File: src/rtl/ccg_sweep_signature_pkg.sv
// ccg_sweep_signature shared types and helpers.
// State encoding, default polynomial and output folding.
package ccg_sweep_pkg;

  typedef enum logic [1:0] {
    ST_IDLE,
    ST_SWEEP,
    ST_DRAIN,
    ST_DONE
  } state_e;

  localparam logic [31:0] DEF_POLY = 32'h04C1_1DB7;

  localparam int FOLD_MAX_IN  = 256;
  localparam int FOLD_MAX_SIG = 64;

  // Fold n_out data bits onto sig_w bits: bit i lands on
  // position i mod sig_w, so narrow outputs are zero-extended
  // and wide outputs XOR successive chunks (last one padded).
  function automatic logic [FOLD_MAX_SIG-1:0] fold(
    input logic [FOLD_MAX_IN-1:0] data,
    input int                     n_out,
    input int                     sig_w
  );
    logic [FOLD_MAX_SIG-1:0] r;
    int                      j;
    r = '0;
    for (int i = 0; i < FOLD_MAX_IN; i++) begin
      if (i < n_out) begin
        j = i % sig_w;
        r[j[5:0]] = r[j[5:0]] ^ data[i[7:0]];
      end
    end
    return r;
  endfunction

endpackage

File: src/rtl/ccg_sweep_signature_if.sv
// ccg_sweep_signature control, CUT and result bundle.
// master = engine side, slave = environment side.
interface ccg_sweep_signature_if #(
  parameter int N_IN  = 12,
  parameter int N_OUT = 18,
  parameter int SIG_W = 32
);

  logic             start;
  logic             abort;
  logic [N_IN-1:0]  cut_in;
  logic [N_OUT-1:0] cut_out;
  logic             busy;
  logic             done;
  logic             result_valid;
  logic [SIG_W-1:0] signature;
  logic [N_OUT-1:0] toggle_mask;

  modport master (
    input  start,
    input  abort,
    input  cut_out,
    output cut_in,
    output busy,
    output done,
    output result_valid,
    output signature,
    output toggle_mask
  );

  modport slave (
    output start,
    output abort,
    output cut_out,
    input  cut_in,
    input  busy,
    input  done,
    input  result_valid,
    input  signature,
    input  toggle_mask
  );

endinterface

File: src/rtl/ccg_sweep_signature_misr.sv
// ccg_misr: multiple-input signature register.
// Seed load wins over absorb; output folded onto SIG_W bits.
module ccg_misr
  import ccg_sweep_pkg::*;
#(
  parameter int               SIG_W = 32,
  parameter int               N_OUT = 18,
  parameter logic [SIG_W-1:0] POLY  = SIG_W'(DEF_POLY)
) (
  input  logic             clk,
  input  logic             rst_n,
  input  logic             load,
  input  logic [SIG_W-1:0] seed,
  input  logic             en,
  input  logic [N_OUT-1:0] data,
  output logic [SIG_W-1:0] sig
);

  logic [SIG_W-1:0] sig_q;
  logic [SIG_W-1:0] sig_d;
  logic [SIG_W-1:0] fold_w;
  logic [SIG_W-1:0] fb_w;

  // Next signature: seed on load, shift/feedback/xor on absorb.
  always_comb begin
    fold_w = SIG_W'(fold(FOLD_MAX_IN'(data), N_OUT, SIG_W));
    fb_w   = sig_q[SIG_W-1] ? POLY : '0;
    sig_d  = sig_q;
    if (load) begin
      sig_d = seed;
    end else if (en) begin
      sig_d = {sig_q[SIG_W-2:0], 1'b0} ^ fb_w ^ fold_w;
    end
  end

  // Signature register.
  always_ff @(posedge clk or negedge rst_n) begin
    if (!rst_n) begin
      sig_q <= '0;
    end else begin
      sig_q <= sig_d;
    end
  end

  assign sig = sig_q;

endmodule

File: src/rtl/ccg_sweep_signature.sv
// ccg_sweep_signature: exhaustive CUT sweep with MISR.
// Sweep FSM, vector counter, valid delay line, toggles.
module ccg_sweep_signature
  import ccg_sweep_pkg::*;
#(
  parameter int               N_IN    = 12,
  parameter int               N_OUT   = 18,
  parameter int               SIG_W   = 32,
  parameter logic [SIG_W-1:0] POLY    = SIG_W'(DEF_POLY),
  parameter logic [SIG_W-1:0] SEED    = '0,
  parameter int               CUT_LAT = 0
) (
  input logic                   clk,
  input logic                   rst_n,
  ccg_sweep_signature_if.master bus
);

  state_e           state_q;
  state_e           state_d;
  logic [N_IN:0]    cnt_q;
  logic [N_IN:0]    cnt_d;
  logic [N_IN-1:0]  cut_in_q;
  logic [N_IN-1:0]  cut_in_d;
  logic [3:0]       dr_q;
  logic [3:0]       dr_d;
  logic             rv_q;
  logic             rv_d;
  logic [N_OUT-1:0] seen0_q;
  logic [N_OUT-1:0] seen0_d;
  logic [N_OUT-1:0] seen1_q;
  logic [N_OUT-1:0] seen1_d;
  logic             load;
  logic             abort_hit;
  logic             vld_in;
  logic             absorb;

  assign vld_in = (state_q == ST_SWEEP);

  // Next state, counter, drain timer and result flag.
  always_comb begin
    state_d   = state_q;
    cnt_d     = cnt_q;
    cut_in_d  = cut_in_q;
    dr_d      = dr_q;
    rv_d      = rv_q;
    load      = 1'b0;
    abort_hit = 1'b0;
    unique case (state_q)
      ST_IDLE: begin
        if (bus.start) begin
          state_d  = ST_SWEEP;
          cnt_d    = '0;
          cut_in_d = '0;
          rv_d     = 1'b0;
          load     = 1'b1;
        end
      end
      ST_SWEEP: begin
        if (bus.abort) begin
          state_d   = ST_IDLE;
          abort_hit = 1'b1;
          rv_d      = 1'b0;
        end else begin
          cnt_d = cnt_q + (N_IN+1)'(1);
          if (cnt_d[N_IN]) begin
            if (CUT_LAT > 0) begin
              state_d = ST_DRAIN;
              dr_d    = 4'(CUT_LAT - 1);
            end else begin
              state_d = ST_DONE;
              rv_d    = 1'b1;
            end
          end else begin
            cut_in_d = cnt_d[N_IN-1:0];
          end
        end
      end
      ST_DRAIN: begin
        if (bus.abort) begin
          state_d   = ST_IDLE;
          abort_hit = 1'b1;
          rv_d      = 1'b0;
        end else if (dr_q == 4'd0) begin
          state_d = ST_DONE;
          rv_d    = 1'b1;
        end else begin
          dr_d = dr_q - 4'd1;
        end
      end
      ST_DONE: begin
        state_d = ST_IDLE;
      end
      default: begin
        state_d = ST_IDLE;
      end
    endcase
  end

  // Seen-0 / seen-1 trackers, cleared on an accepted start.
  always_comb begin
    seen0_d = seen0_q;
    seen1_d = seen1_q;
    if (load) begin
      seen0_d = '0;
      seen1_d = '0;
    end else if (absorb) begin
      seen0_d = seen0_q | ~bus.cut_out;
      seen1_d = seen1_q | bus.cut_out;
    end
  end

  // Control and tracker registers.
  always_ff @(posedge clk or negedge rst_n) begin
    if (!rst_n) begin
      state_q  <= ST_IDLE;
      cnt_q    <= '0;
      cut_in_q <= '0;
      dr_q     <= '0;
      rv_q     <= 1'b0;
      seen0_q  <= '0;
      seen1_q  <= '0;
    end else begin
      state_q  <= state_d;
      cnt_q    <= cnt_d;
      cut_in_q <= cut_in_d;
      dr_q     <= dr_d;
      rv_q     <= rv_d;
      seen0_q  <= seen0_d;
      seen1_q  <= seen1_d;
    end
  end

  if (CUT_LAT == 0) begin : g_nolat
    assign absorb = vld_in;
  end else begin : g_lat
    logic [CUT_LAT-1:0] vp_q;
    logic [CUT_LAT-1:0] vp_d;

    // Valid tag follows each vector through the CUT latency.
    always_comb begin
      vp_d    = vp_q << 1;
      vp_d[0] = vld_in;
      if (abort_hit) begin
        vp_d = '0;
      end
    end

    // Valid delay line register.
    always_ff @(posedge clk or negedge rst_n) begin
      if (!rst_n) begin
        vp_q <= '0;
      end else begin
        vp_q <= vp_d;
      end
    end

    assign absorb = vp_q[CUT_LAT-1];
  end

  ccg_misr #(
    .SIG_W (SIG_W),
    .N_OUT (N_OUT),
    .POLY  (POLY)
  ) u_misr (
    .clk   (clk),
    .rst_n (rst_n),
    .load  (load),
    .seed  (SEED),
    .en    (absorb),
    .data  (bus.cut_out),
    .sig   (bus.signature)
  );

  assign bus.cut_in       = cut_in_q;
  assign bus.busy         = (state_q == ST_SWEEP) ||
                            (state_q == ST_DRAIN);
  assign bus.done         = (state_q == ST_DONE);
  assign bus.result_valid = rv_q;
  assign bus.toggle_mask  = seen0_q & seen1_q;

endmodule

File: src/flat_wrapper.sv
// flat-port wrapper written by rule: the top's interface ports become plain ports
module ccg_sweep_signature_flat import ccg_sweep_pkg::*;
#(
  parameter int               N_IN    = 12,
  parameter int               N_OUT   = 18,
  parameter int               SIG_W   = 32,
  parameter logic [SIG_W-1:0] POLY    = SIG_W'(DEF_POLY),
  parameter logic [SIG_W-1:0] SEED    = '0,
  parameter int               CUT_LAT = 0
)
  (clk, rst_n, bus_start, bus_abort, bus_cut_out, bus_cut_in, bus_busy, bus_done, bus_result_valid, bus_signature, bus_toggle_mask);
  ccg_sweep_signature_if #(.N_IN(N_IN), .N_OUT(N_OUT), .SIG_W(SIG_W)) bus_i ();
  input logic clk;
  input logic rst_n;
  input wire logic [$bits(bus_i.start)-1:0] bus_start;
  input wire logic [$bits(bus_i.abort)-1:0] bus_abort;
  input wire logic [$bits(bus_i.cut_out)-1:0] bus_cut_out;
  output wire logic [$bits(bus_i.cut_in)-1:0] bus_cut_in;
  output wire logic [$bits(bus_i.busy)-1:0] bus_busy;
  output wire logic [$bits(bus_i.done)-1:0] bus_done;
  output wire logic [$bits(bus_i.result_valid)-1:0] bus_result_valid;
  output wire logic [$bits(bus_i.signature)-1:0] bus_signature;
  output wire logic [$bits(bus_i.toggle_mask)-1:0] bus_toggle_mask;
  assign bus_i.start = bus_start;
  assign bus_i.abort = bus_abort;
  assign bus_i.cut_out = bus_cut_out;
  assign bus_cut_in = bus_i.cut_in;
  assign bus_busy = bus_i.busy;
  assign bus_done = bus_i.done;
  assign bus_result_valid = bus_i.result_valid;
  assign bus_signature = bus_i.signature;
  assign bus_toggle_mask = bus_i.toggle_mask;
  ccg_sweep_signature #(.N_IN(N_IN), .N_OUT(N_OUT), .SIG_W(SIG_W), .POLY(POLY), .SEED(SEED), .CUT_LAT(CUT_LAT)) u_core (.clk(clk), .rst_n(rst_n), .bus(bus_i));
endmodule
File: config.mk
export PLATFORM = sky130hd
export DESIGN_NAME = ccg_sweep_signature_flat
export DESIGN_NICKNAME = d
export VERILOG_FILES = /design/src/rtl/ccg_sweep_signature_pkg.sv /design/src/rtl/ccg_sweep_signature_if.sv /design/src/rtl/ccg_sweep_signature_misr.sv /design/src/rtl/ccg_sweep_signature.sv /design/src/flat_wrapper.sv
export SDC_FILE = /design/constraint.sdc
export NUM_CORES = 1
export LEC_CHECK = 0
export ABC_AREA = 0
export BUFFER_PORTS_ARGS = -buffer_cell sky130_fd_sc_hd__buf_4
export CORE_MARGIN = 10
export CORE_UTILIZATION = 57
export CTS_BUF_LIST = sky130_fd_sc_hd__clkbuf_2 sky130_fd_sc_hd__clkbuf_4 sky130_fd_sc_hd__clkbuf_8
export CTS_CLUSTER_SIZE = 20
export DETAILED_ROUTE_END_ITERATION = 16
export PLACE_DENSITY_LB_ADDON = 0.05
export SLEW_MARGIN = 15
export SYNTH_ARGS = -nofsm -noshare
export SYNTH_HDL_FRONTEND = slang
export SYNTH_SLANG_ARGS = --single-unit
export TNS_END_PERCENT = 20
File: constraint.sdc
create_clock -name clk -period 3.3 [get_ports clk]
set_clock_uncertainty 0.15 [all_clocks]
set_input_delay 0.33 -clock clk [delete_from_list [all_inputs] [get_ports clk]]
set_output_delay 0.33 -clock clk [all_outputs]
set_load 0.005 [all_outputs]
==> metrics.txt, run 1 <==
FMAX=396 MHz; hold crit path type=in -> reg; First-pass DRT Iterations=5; Main synth FF type=dfrtp_1; final wirelength=9990 um; slowest CP cell=or4_1; # placed instances=620; Worst Path Max Fanout=6; Root Buffer Master=clkbuf_8; Clk Latency, worst-skew pair=0.35 ns; Buf+Inv Stages, Crit Path=0; Post-synth EDFFs=0; total vias in the final route=3386; Slew headroom=37.4%; max-slew violation count=0; Synth area leader=dfrtp_1; Comb pwr share=44.4%; Sw Share=38.3%; final hold slack=0.0869 ns; net count after synthesis=483; Setup crit end kind=flip-flop; chip width=110 um; Internal=3.07 mW; area post-placement=0.00533 mm2; Period minus WS final=2.52 ns; final setup fails=0; Final ANT Viol Nets=0; Switch Pwr=1.91 mW; status=finished, final reports clean; Yosys reg bits=100; CTS Sinks=100; Starting DRT DRC Count=144; clock buffer depth=2; LEAKAGE=2.62 nW; Num CTS Buffers=9; vias in the first global route=3240; worst ir drop on vdd=0.504 mV; Nets=558; critical-path cell list=ha_1 > nand3_2 > or4_1 > a311o_1 > nor2_2 > mux2_1; pin count of the biggest net entering global routing=81; Max-Cap Viols=0; gr ovfl total=0; share of cells above drive strength 1=21.0%; Worst Max-Slew Pin Slew=0.939 ns; critical path data arrival time=2.61 ns; ranking of synthesized cells by area=dfrtp_1, xnor2_1, nor2_1, mux2i_1, a21oi_1; Clk pin slew, worst setup/hold paths=0.09 ns; n_diodes=0; DP Wirelength=7000 um; Port-buffer cells=86; die height=110 um; Seq/Total Area, Yosys=54.2%; # fillers=594; WL/cell=15.7 um; Starting Density=59.1%; Residual DRC=0; vias per cell=5.32; FFs w/ async S/R, synth=100%; worst path required time=3.39 ns; worst setup path class=reg -> reg; Area Growth Syn to Fin=19.5%; clock share of power=14.3%; count of mapped cells out of synthesis=455; row count=32; final core occ=70.6%; post-synth cell types=39; Synth warnings=0; antenna violations before repair=0; CTS tree=built; syn avg cell area=10.1 um2; max incr delay on CP=0.55 ns; Power Density=903 mW/mm2; Final GP Congestion=0.860; Die ar.=0.0121 mm2; RSZ-0062 raised after global routing=no; cell area after layout=0.00552 mm2; gr usage total=16.6%; Crit path max-delay family=simple AND/OR/NAND/NOR gates; core area=0.00781 mm2; io pins=87; first-pass GRT wire length=16200 um; Total Negative Setup Slacks=0 ns; post-CTS setup buffer count=0; synthesized area=0.00462 mm2; final period utilization=76.5%; Seq pwr share=41.4%; Non-Filler Instances=636; startpoint type of the worst setup path=flip-flop; Final Hold Vio Count=0; number of H-tree levels=3; Synth top area share=54.2%
[timing repair]
item | in CTS | in global routing
endpoints found under the hold margin | 61 | 0
gates resized for setup | 0 | 0
hold buffers | 1 | 0
[kinds of logic after synthesis]
family          share of synthesized area, %
mux                                     5.26
flops                                   54.2
compound gates                          12.1
fa+ha+maj                               1.63
simple gates                            13.7
buf+inv                                 4.55
xor+xnor                                8.54
[power by group through the flow]
stage | sequential, mW | clock (mW) | combinational, mW
finish | 2.06 | 0.711 | 2.21
CTS | 2.06 | 0.735 | 2.24
floorplan | 1.98 | 0 | 1.44
detailed placement | 2.08 | 0 | 2.23
global route | 2.13 | 0.786 | 2.48
global placement | 2.06 | 0 | 2.17
[worst paths after layout]
| path | from | endpoint | slack, ns | cells after the start |
|---|---|---|---|---|
| max | u_core.cnt_q[0] | u_core.bus.result_valid | 0.78 | 6 |
| min | bus_cut_out[5] | u_core.seen1_q[5] | 0.09 | 3 |
| max reg2reg | u_core.cnt_q[0] | u_core.bus.result_valid | 0.78 | 6 |
| min reg2reg | u_core.dr_q[3] | u_core.dr_q[3] | 0.33 | 1 |
| max in group asynchronous | rst_n | u_core.cnt_q[3] | 1.80 | 3 |
| min in group asynchronous | rst_n | u_core.dr_q[3] | 0.43 | 2 |
[cells in the final DEF, fill, tap and decap left out, types with 6 or more instances in the layout]
| master | count |
|---|---|
| a211oi_1 | 11 |
| a21oi_1 | 39 |
| and2_1 | 19 |
| buf_4 | 92 |
| clkbuf_8 | 10 |
| dfrtp_1 | 100 |
| inv_1 | 25 |
| mux2i_1 | 22 |
| nand2_1 | 17 |
| nand3_1 | 6 |
| nor2_1 | 76 |
| o21ai_0 | 11 |
| o2bb2ai_1 | 12 |
| o31ai_1 | 8 |
| xnor2_1 | 38 |
| xor2_1 | 7 |
[flip-flops by register name, summed over array words and instances (netlist names)]
| signal | cells |
|---|---|
| u_core.bus.result_valid | 1 |
| u_core.seen0_q | 18 |
| u_core.cnt_q | 13 |
| u_core.dr_q | 4 |
| u_core.bus.cut_in | 12 |
| u_core.seen1_q | 18 |
| u_core.u_misr.sig | 32 |
| u_core.state_q | 2 |
[worst register-to-register path, stage by stage (launching register included)]
cell and delay (ns):
dfrtp_1 0.44, ha_1 0.29, nand3_2 0.15, or4_1 0.55, a311o_1 0.39, nor2_2 0.13
mux2_1 0.32
[cell usage after synthesis (all sizes together), types with 3 or more instances]
| cell type | count |
|---|---|
| and2 | 20 |
| nand3 | 7 |
| inv | 25 |
| ha | 6 |
| xor2 | 7 |
| mux2i | 22 |
| nor2b | 3 |
| buf | 7 |
| nor2 | 77 |
| dfrtp | 100 |
| xnor2 | 38 |
| o21ai | 13 |
| a21oi | 39 |
| nand2 | 17 |
| o31ai | 8 |
| o2bb2ai | 12 |
| clkbuf | 22 |
| a211oi | 11 |
[cell type report]
class	count	area (um2)	share of cell area, %
Multi-Input combinational cell	301	1920	34.8
Timing Repair Buffer	93	701	12.7
Clock buffer	10	138	2.50
Tap cell	102	128	2.31
Inverter	25	93.8	1.70
Clock inverter	5	36.3	0.658
Sequential cell	100	2500	45.4
[metal layers]
metal	track usage [%]	up-vias	part of all wire, %
met1	22.2	1639	46
li1	-	1660	-
met3	5.69	8	7.3
met4	3.07	0	0.72
met5	0	-	0
met2	26.0	79	46
[per-stage QoR]
step / setup WS, ns / power (mW)
finish: 0.776 / 4.98
global route: 0.617 / 5.39
CTS: 0.785 / 5.03
detailed placement: 0.819 / 4.31
global placement: 0.875 / 4.23
floorplan: 0.976 / 3.43
No activity file was read; power rests on OpenSTA's default activity.
==> run 2: changes to the inputs <==
--- a/config.mk
+++ b/config.mk
@@ -8,7 +8,7 @@
 export ABC_AREA = 0
 export BUFFER_PORTS_ARGS = -buffer_cell sky130_fd_sc_hd__buf_4
 export CORE_MARGIN = 10
-export CORE_UTILIZATION = 57
+export CORE_UTILIZATION = 52
 export CTS_BUF_LIST = sky130_fd_sc_hd__clkbuf_2 sky130_fd_sc_hd__clkbuf_4 sky130_fd_sc_hd__clkbuf_8
 export CTS_CLUSTER_SIZE = 20
 export DETAILED_ROUTE_END_ITERATION = 16
==> constraint.sdc (replaced) <==
create_clock -name clk -period 2.03 [get_ports clk]
set_clock_uncertainty 0.15 [all_clocks]
set_input_delay 0.203 -clock clk [delete_from_list [all_inputs] [get_ports clk]]
set_output_delay 0.203 -clock clk [all_outputs]
set_load 0.005 [all_outputs]
==> metrics.txt, run 2 (synthesized netlist as in run 1, its figures left out) <==
status=finished, violations left; failing checks=negative setup slack; startpoint type of the worst setup path=flip-flop; max-slew violation count=0 (unchanged); max FFs per register=32 (unchanged); most used routing layer=met2; die height=114 um (+3.8%); Total Negative Setup Slacks=-0.0932 ns (-0.0932 ns); DP Wirelength=7540 um (+7.8%); worst path required time=2.12 ns (-1.27 ns); WL/cell=15.3 um (-2.4%); Port-buffer cells=86 (unchanged); Clk Latency, worst-skew pair=0.36 ns (about the same); M2 GR Usage=27.6% (+1.5 points); io pins=87 (unchanged); gr ovfl total=0 (unchanged); worst setup path class=reg -> reg; chip width=114 um (+3.8%); vias in the first global route=3744 (+16%); worst ir drop on vdd=0.697 mV (+38%); number of H-tree levels=3 (unchanged); total vias in the final route=3590 (+6.0%); CTS Sinks=100 (unchanged); CTS tree=built; Starting Density=53.2% (-5.9 points); Period minus WS final=2.12 ns (-0.401 ns); Starting DRT DRC Count=218 (+51%); hold path depth=4 (+1); gr usage total=17.1% (+0.44 points); most common cell after layout, fill and taps aside=buf_4; Clk pin slew, worst setup/hold paths=0.09 ns (about the same); max incr delay on CP=0.54 ns (about the same); core area=0.00868 mm2 (+11%); Buf+Inv Stages, Crit Path=0 (unchanged); Setup crit end kind=flip-flop; n_diodes=0 (unchanged); Max-Cap Viols=0 (unchanged); hold crit path type=in -> reg; Residual DRC=0 (unchanged); Worst Max-Slew Pin Slew=0.579 ns (-0.360 ns); Final GP Congestion=0.827 (-3.9%); Final ANT Viol Nets=0 (unchanged); FMAX=471 MHz (+19%); first-pass GRT wire length=18300 um (+13%); Crit path max-delay family=simple AND/OR/NAND/NOR gates; # placed instances=660 (+6.5%); pin count of the biggest net entering global routing=49 (-40%); Nets=613 (+9.9%); share of cells above drive strength 1=26.3% (+5.3 points); critical path depth in cells=5 (-1); critical-path cell list=nand3b_1 > or4_4 > a311o_1 > nor2_2 > mux2_4; Setup WS post-layout=-0.0932 ns (-0.869 ns); LEAKAGE=2.93 nW (+12%); Area Growth Syn to Fin=32.5%; clock buffer depth=2 (unchanged); Slew headroom=61.4% (+24 points); Power Density=1420 mW/mm2 (+57%); final setup fails=1 (+1); Final Total Pwr=8.67 mW (+74%); Final Hold Vio Count=0 (unchanged); First-pass DRT Iterations=4 (-1); final wirelength=10700 um (+7.0%); vias per cell=5.15 (-3.3%); worst slack, placed=-0.143 ns (-0.962 ns); Num CTS Buffers=9 (unchanged); antenna violations before repair=0 (unchanged); M3 GR Usage=5.45% (-0.24 points); row count=34 (+6.3%); commonest non-fill, non-tap cells in the layout=buf_4, dfrtp_1, nor2_1, a21oi_1, xnor2_1; final period utilization=105% (+28 points); critical path data arrival time=2.21 ns (-0.40 ns); Root Buffer Master=clkbuf_8; RSZ-0062 raised after global routing=yes; Die ar.=0.0130 mm2 (+7.8%); Non-Filler Instances=697 (+9.6%); slowest CP cell=or4_4; met1 Resource Use GR=20.9% (-1.3 points); r2r worst-path depth=5 (-1); Worst Path Max Fanout=3 (-3)
[run 2: cell count changes in the layout (fill, tap and decap cells not counted), moves of 2 or more]
cell,delta
buf_12,+4
buf_4,+33
clkinv_2,-2
dlygate4sd3_1,+18
inv_6,-2
[run 2: what timing repair did]
action / CTS / global route
pin swaps: 1 / 0
gates resized for setup: 2 / 2
endpoints found under the hold margin: 53 / 0
setup endpoints to repair: 2 / 15
hold buffers: 19 / 0
buffers inserted: 1 / 2
[run 2: power by group]
part           total [mW]  switching, mW  leakage, nW  internal [mW]
Combinational        4.08           2.02         1.55           2.07
Sequential           3.27          0.510         1.28           2.76
Clock                1.31          0.665        0.102          0.648
Total                8.67           3.19         2.93           5.47
[run 2: per-stage QoR]
| step | utilization (%) | instance area [um2] | hold WS, ns |
|---|---|---|---|
| after floorplan | - | 4650 | -0.243 |
| after global placement | 65.4 | 5670 | 0.0271 |
| after detailed placement | 65.4 | 5670 | 0.0273 |
| after CTS | 70.1 | 6090 | 0.0490 |
| after global routing | 70.5 | 6110 | 0.0784 |
| final | 70.5 | 6110 | 0.0621 |
[run 2: worst paths after layout]
| check | end | slack, ns | start |
|---|---|---|---|
| worst max register to register | u_core.bus.result_valid | -0.09 | u_core.cnt_q[12] |
| min in group asynchronous | u_core.bus.cut_in[9] | 0.18 | rst_n |
| worst max-delay path | u_core.bus.result_valid | -0.09 | u_core.cnt_q[12] |
| worst min-delay path | u_core.state_q[0] | 0.06 | bus_abort |
| worst min register to register | u_core.bus.cut_in[6] | 0.34 | u_core.bus.cut_in[6] |
| max in group asynchronous | u_core.seen0_q[6] | 0.96 | rst_n |
[run 2: tightest hold or removal path: cells and delay by family]
kind                   cells  cell delay, ns
AND/OR/NAND/NOR            2            0.16
AO/OA/AOI/OAI              1            0.07
buffers and inverters      1            0.10
[run 2: layer usage]
layer,wire (um),share of wire (%)
met1,4570,43
met2,5340,50
met3,652,6.1
met4,128,1.2
met5,0,0
[run 2: area by class of cell]
cell class              count  area, um2
clock inverters             3       46.3
repair buffers            148       1210
flip-flops and latches    100       2500
multi-input cells         301       1970
well taps                 108        135
fillers                   673       2560
clock buffers              12        159
inverters                  25       93.8
==> run 3: changes to the inputs <==
--- a/config.mk
+++ b/config.mk
@@ -12,7 +12,8 @@
 export CTS_BUF_LIST = sky130_fd_sc_hd__clkbuf_2 sky130_fd_sc_hd__clkbuf_4 sky130_fd_sc_hd__clkbuf_8
 export CTS_CLUSTER_SIZE = 20
 export DETAILED_ROUTE_END_ITERATION = 16
-export PLACE_DENSITY_LB_ADDON = 0.05
+export PLACE_DENSITY_LB_ADDON = 0.12
+export SETUP_SLACK_MARGIN = 0.5
 export SLEW_MARGIN = 15
 export SYNTH_ARGS = -nofsm -noshare
 export SYNTH_HDL_FRONTEND = slang
==> metrics.txt, run 3 (synthesized netlist as in run 1, its figures left out) <==
status=finished, violations left; failing checks=negative setup slack; die height=114 um (unchanged); max incr delay on CP=0.44 ns (-0.10 ns); chip width=114 um (unchanged); Final GP Congestion=0.787 (-4.8%); WL/cell=19.3 um (+26%); most common cell after layout, fill and taps aside=buf_4; First-pass DRT Iterations=5 (+1); gr ovfl total=0 (unchanged); RSZ-0062 raised after global routing=yes; # fillers=485 (-28%); Sw Share=40.2% (+3.4 points); startpoint type of the worst setup path=flip-flop; Die ar.=0.0130 mm2 (unchanged); Starting Density=53.2% (unchanged); CTS tree=built; total vias in the final route=3910 (+8.9%); Residual DRC=0 (unchanged); CTS Sinks=100 (unchanged); Comb pwr share=55.6% (+8.5 points); Internal=6.33 mW (+16%); worst path required time=2.12 ns (about the same); Period minus WS final=2.18 ns (+0.0579 ns); number of H-tree levels=3 (unchanged); final hold slack=0.0795 ns (+0.0174 ns); critical path data arrival time=2.27 ns (+0.06 ns); Switch Pwr=4.26 mW (+33%); critical-path cell list=ha_4 > nand3_4 > or4_4 > a311o_1 > nor2_2 > mux2_4; Final Hold Vio Count=0 (unchanged); io pins=87 (unchanged); hold endpoint=u_core.state_q[0]; Crit path max-delay family=simple AND/OR/NAND/NOR gates; worst slack, placed=-0.125 ns (+0.0186 ns); final wirelength=13700 um (+28%); slowest CP cell=dfrtp_1; Buf+Inv Stages, Crit Path=0 (unchanged); final setup fails=14 (+13); Setup crit end kind=flip-flop; Starting DRT DRC Count=252 (+16%); first-pass GRT wire length=20000 um (+9.4%); Nets=627 (+2.3%); max-slew violation count=0 (unchanged); pin count of the biggest net entering global routing=101 (+110%); DP Wirelength=7150 um (-5.2%); clock share of power=12.1% (-3.0 points); Clk Latency, worst-skew pair=0.35 ns (about the same); worst ir drop on vdd=0.941 mV (+35%); r2r startpoint=u_core.cnt_q[0]; share of cells above drive strength 1=45.9% (+20 points); FF-to-FF setup slack=-0.15 ns (-0.06 ns); row count=34 (unchanged); n_diodes=0 (unchanged); core area=0.00868 mm2 (unchanged); hold crit path type=in -> reg; Worst Max-Slew Pin Slew=0.536 ns (-0.0424 ns); vias in the first global route=3971 (+6.1%); HP Start=bus_abort; clock buffer depth=2 (unchanged); commonest non-fill, non-tap cells in the layout=buf_4, dfrtp_1, nor2_1, xnor2_1, inv_1; hold path depth=4 (unchanged); Max-Cap Viols=0 (unchanged); gr usage total=18.4% (+1.4 points); worst setup path class=reg -> reg; Worst Path Max Fanout=2 (-1); LEAKAGE=3.15 nW (+7.3%); Root Buffer Master=clkbuf_8; Seq pwr share=32.3% (-5.4 points); antenna violations before repair=0 (unchanged); Num CTS Buffers=9 (unchanged); final core occ=81.4% (+11 points); FMAX=458 MHz (-2.7%); max FFs per register=32 (unchanged); r2r worst-path depth=6 (+1); Port-buffer cells=86 (unchanged); Final ANT Viol Nets=0 (unchanged); Area Growth Syn to Fin=53.0%; Slew headroom=64.2% (+2.8 points); Setup WS post-layout=-0.151 ns (-0.0579 ns); final period utilization=107% (+2.9 points); vias per cell=5.50 (+6.8%); Clk pin slew, worst setup/hold paths=0.09 ns (about the same); Power Density=1500 mW/mm2 (+5.7%); Reg2Reg Capture Point=u_core.bus.result_valid
==> run 3: changes by cell type in the layout (fill, tap and decap cells not counted), sizes merged <==
cell      delta
buf         +12
clkinvlp     +1
nand2        +1
==> run 3: metrics by stage <==
| stage | instances | power, mW | cell area [um2] | setup TNS [ns] |
|---|---|---|---|---|
| after global placement | 654 | 7.11 | 5600 | -0.102 |
| after global routing | 711 | 11.3 | 7060 | -1.40 |
| after detailed placement | 654 | 7.27 | 5600 | -0.140 |
| after CTS | 701 | 9.42 | 6440 | -0.145 |
| final | 711 | 10.6 | 7060 | -0.521 |
| after floorplan | 455 | 5.75 | 4720 | -0.132 |
==> run 3: routing by layer <==
metal  part of all wire (%)  vias up  GRT usage (%)  wire length, um
li1                       -     1799              -                -
met1                     40     1959           22.5             5440
met2                     53      127           31.8             7290
met3                    5.2       25           3.88              712
met4                    1.9        0           5.76              264
met5                      0        -              0                0
==> run 3: worst max-delay path by stage <==
stage                     startpoint                      end  slack (ns)  cells after the start
floorplan           u_core.cnt_q[12]  u_core.bus.result_valid       -0.11                      5
global placement    u_core.cnt_q[12]  u_core.bus.result_valid        -0.1                      5
detailed placement  u_core.cnt_q[12]  u_core.bus.result_valid       -0.12                      5
CTS                 u_core.cnt_q[12]        u_core.state_q[1]       -0.07                      5
global route         u_core.cnt_q[0]  u_core.bus.result_valid       -0.19                      6
finish               u_core.cnt_q[0]  u_core.bus.result_valid       -0.15                      6
==> run 3: power groups by stage <==
stage | logic, mW | clock network (mW) | registers (mW)
final | 5.89 | 1.28 | 3.42
after global placement | 3.82 | 0 | 3.29
after global routing | 6.39 | 1.39 | 3.51
after detailed placement | 3.93 | 0 | 3.33
after floorplan | 2.51 | 0 | 3.24
after CTS | 4.81 | 1.30 | 3.31
==> run 3: worst min-delay path: stages <==
cell and delay [ns]:
buf_4 0.11, nor2b_1 0.07, nor2_1 0.10, o21ai_1 0.06
==> run 3: final cells by class <==
cell class	instances	area, um2	share of cell area, %
Tap cell	108	135	1.91
Multi-Input combinational cell	302	2660	37.7
Clock buffer	11	145	2.05
Inverter	25	98.8	1.40
Sequential cell	100	2500	35.4
Timing Repair Buffer	161	1470	20.8
Clock inverter	4	50.0	0.708
==> run 3: timing repair <==
item / 4_1_cts / 5_1_grt
pin swaps: 35 / 75
hold buffers: 19 / 0
cloned: 3 / 1
setup buffers: 10 / 9
endpoints found under the setup margin: 67 / 98
hold endpoints to repair: 125 / 0
gates resized for setup: 92 / 115
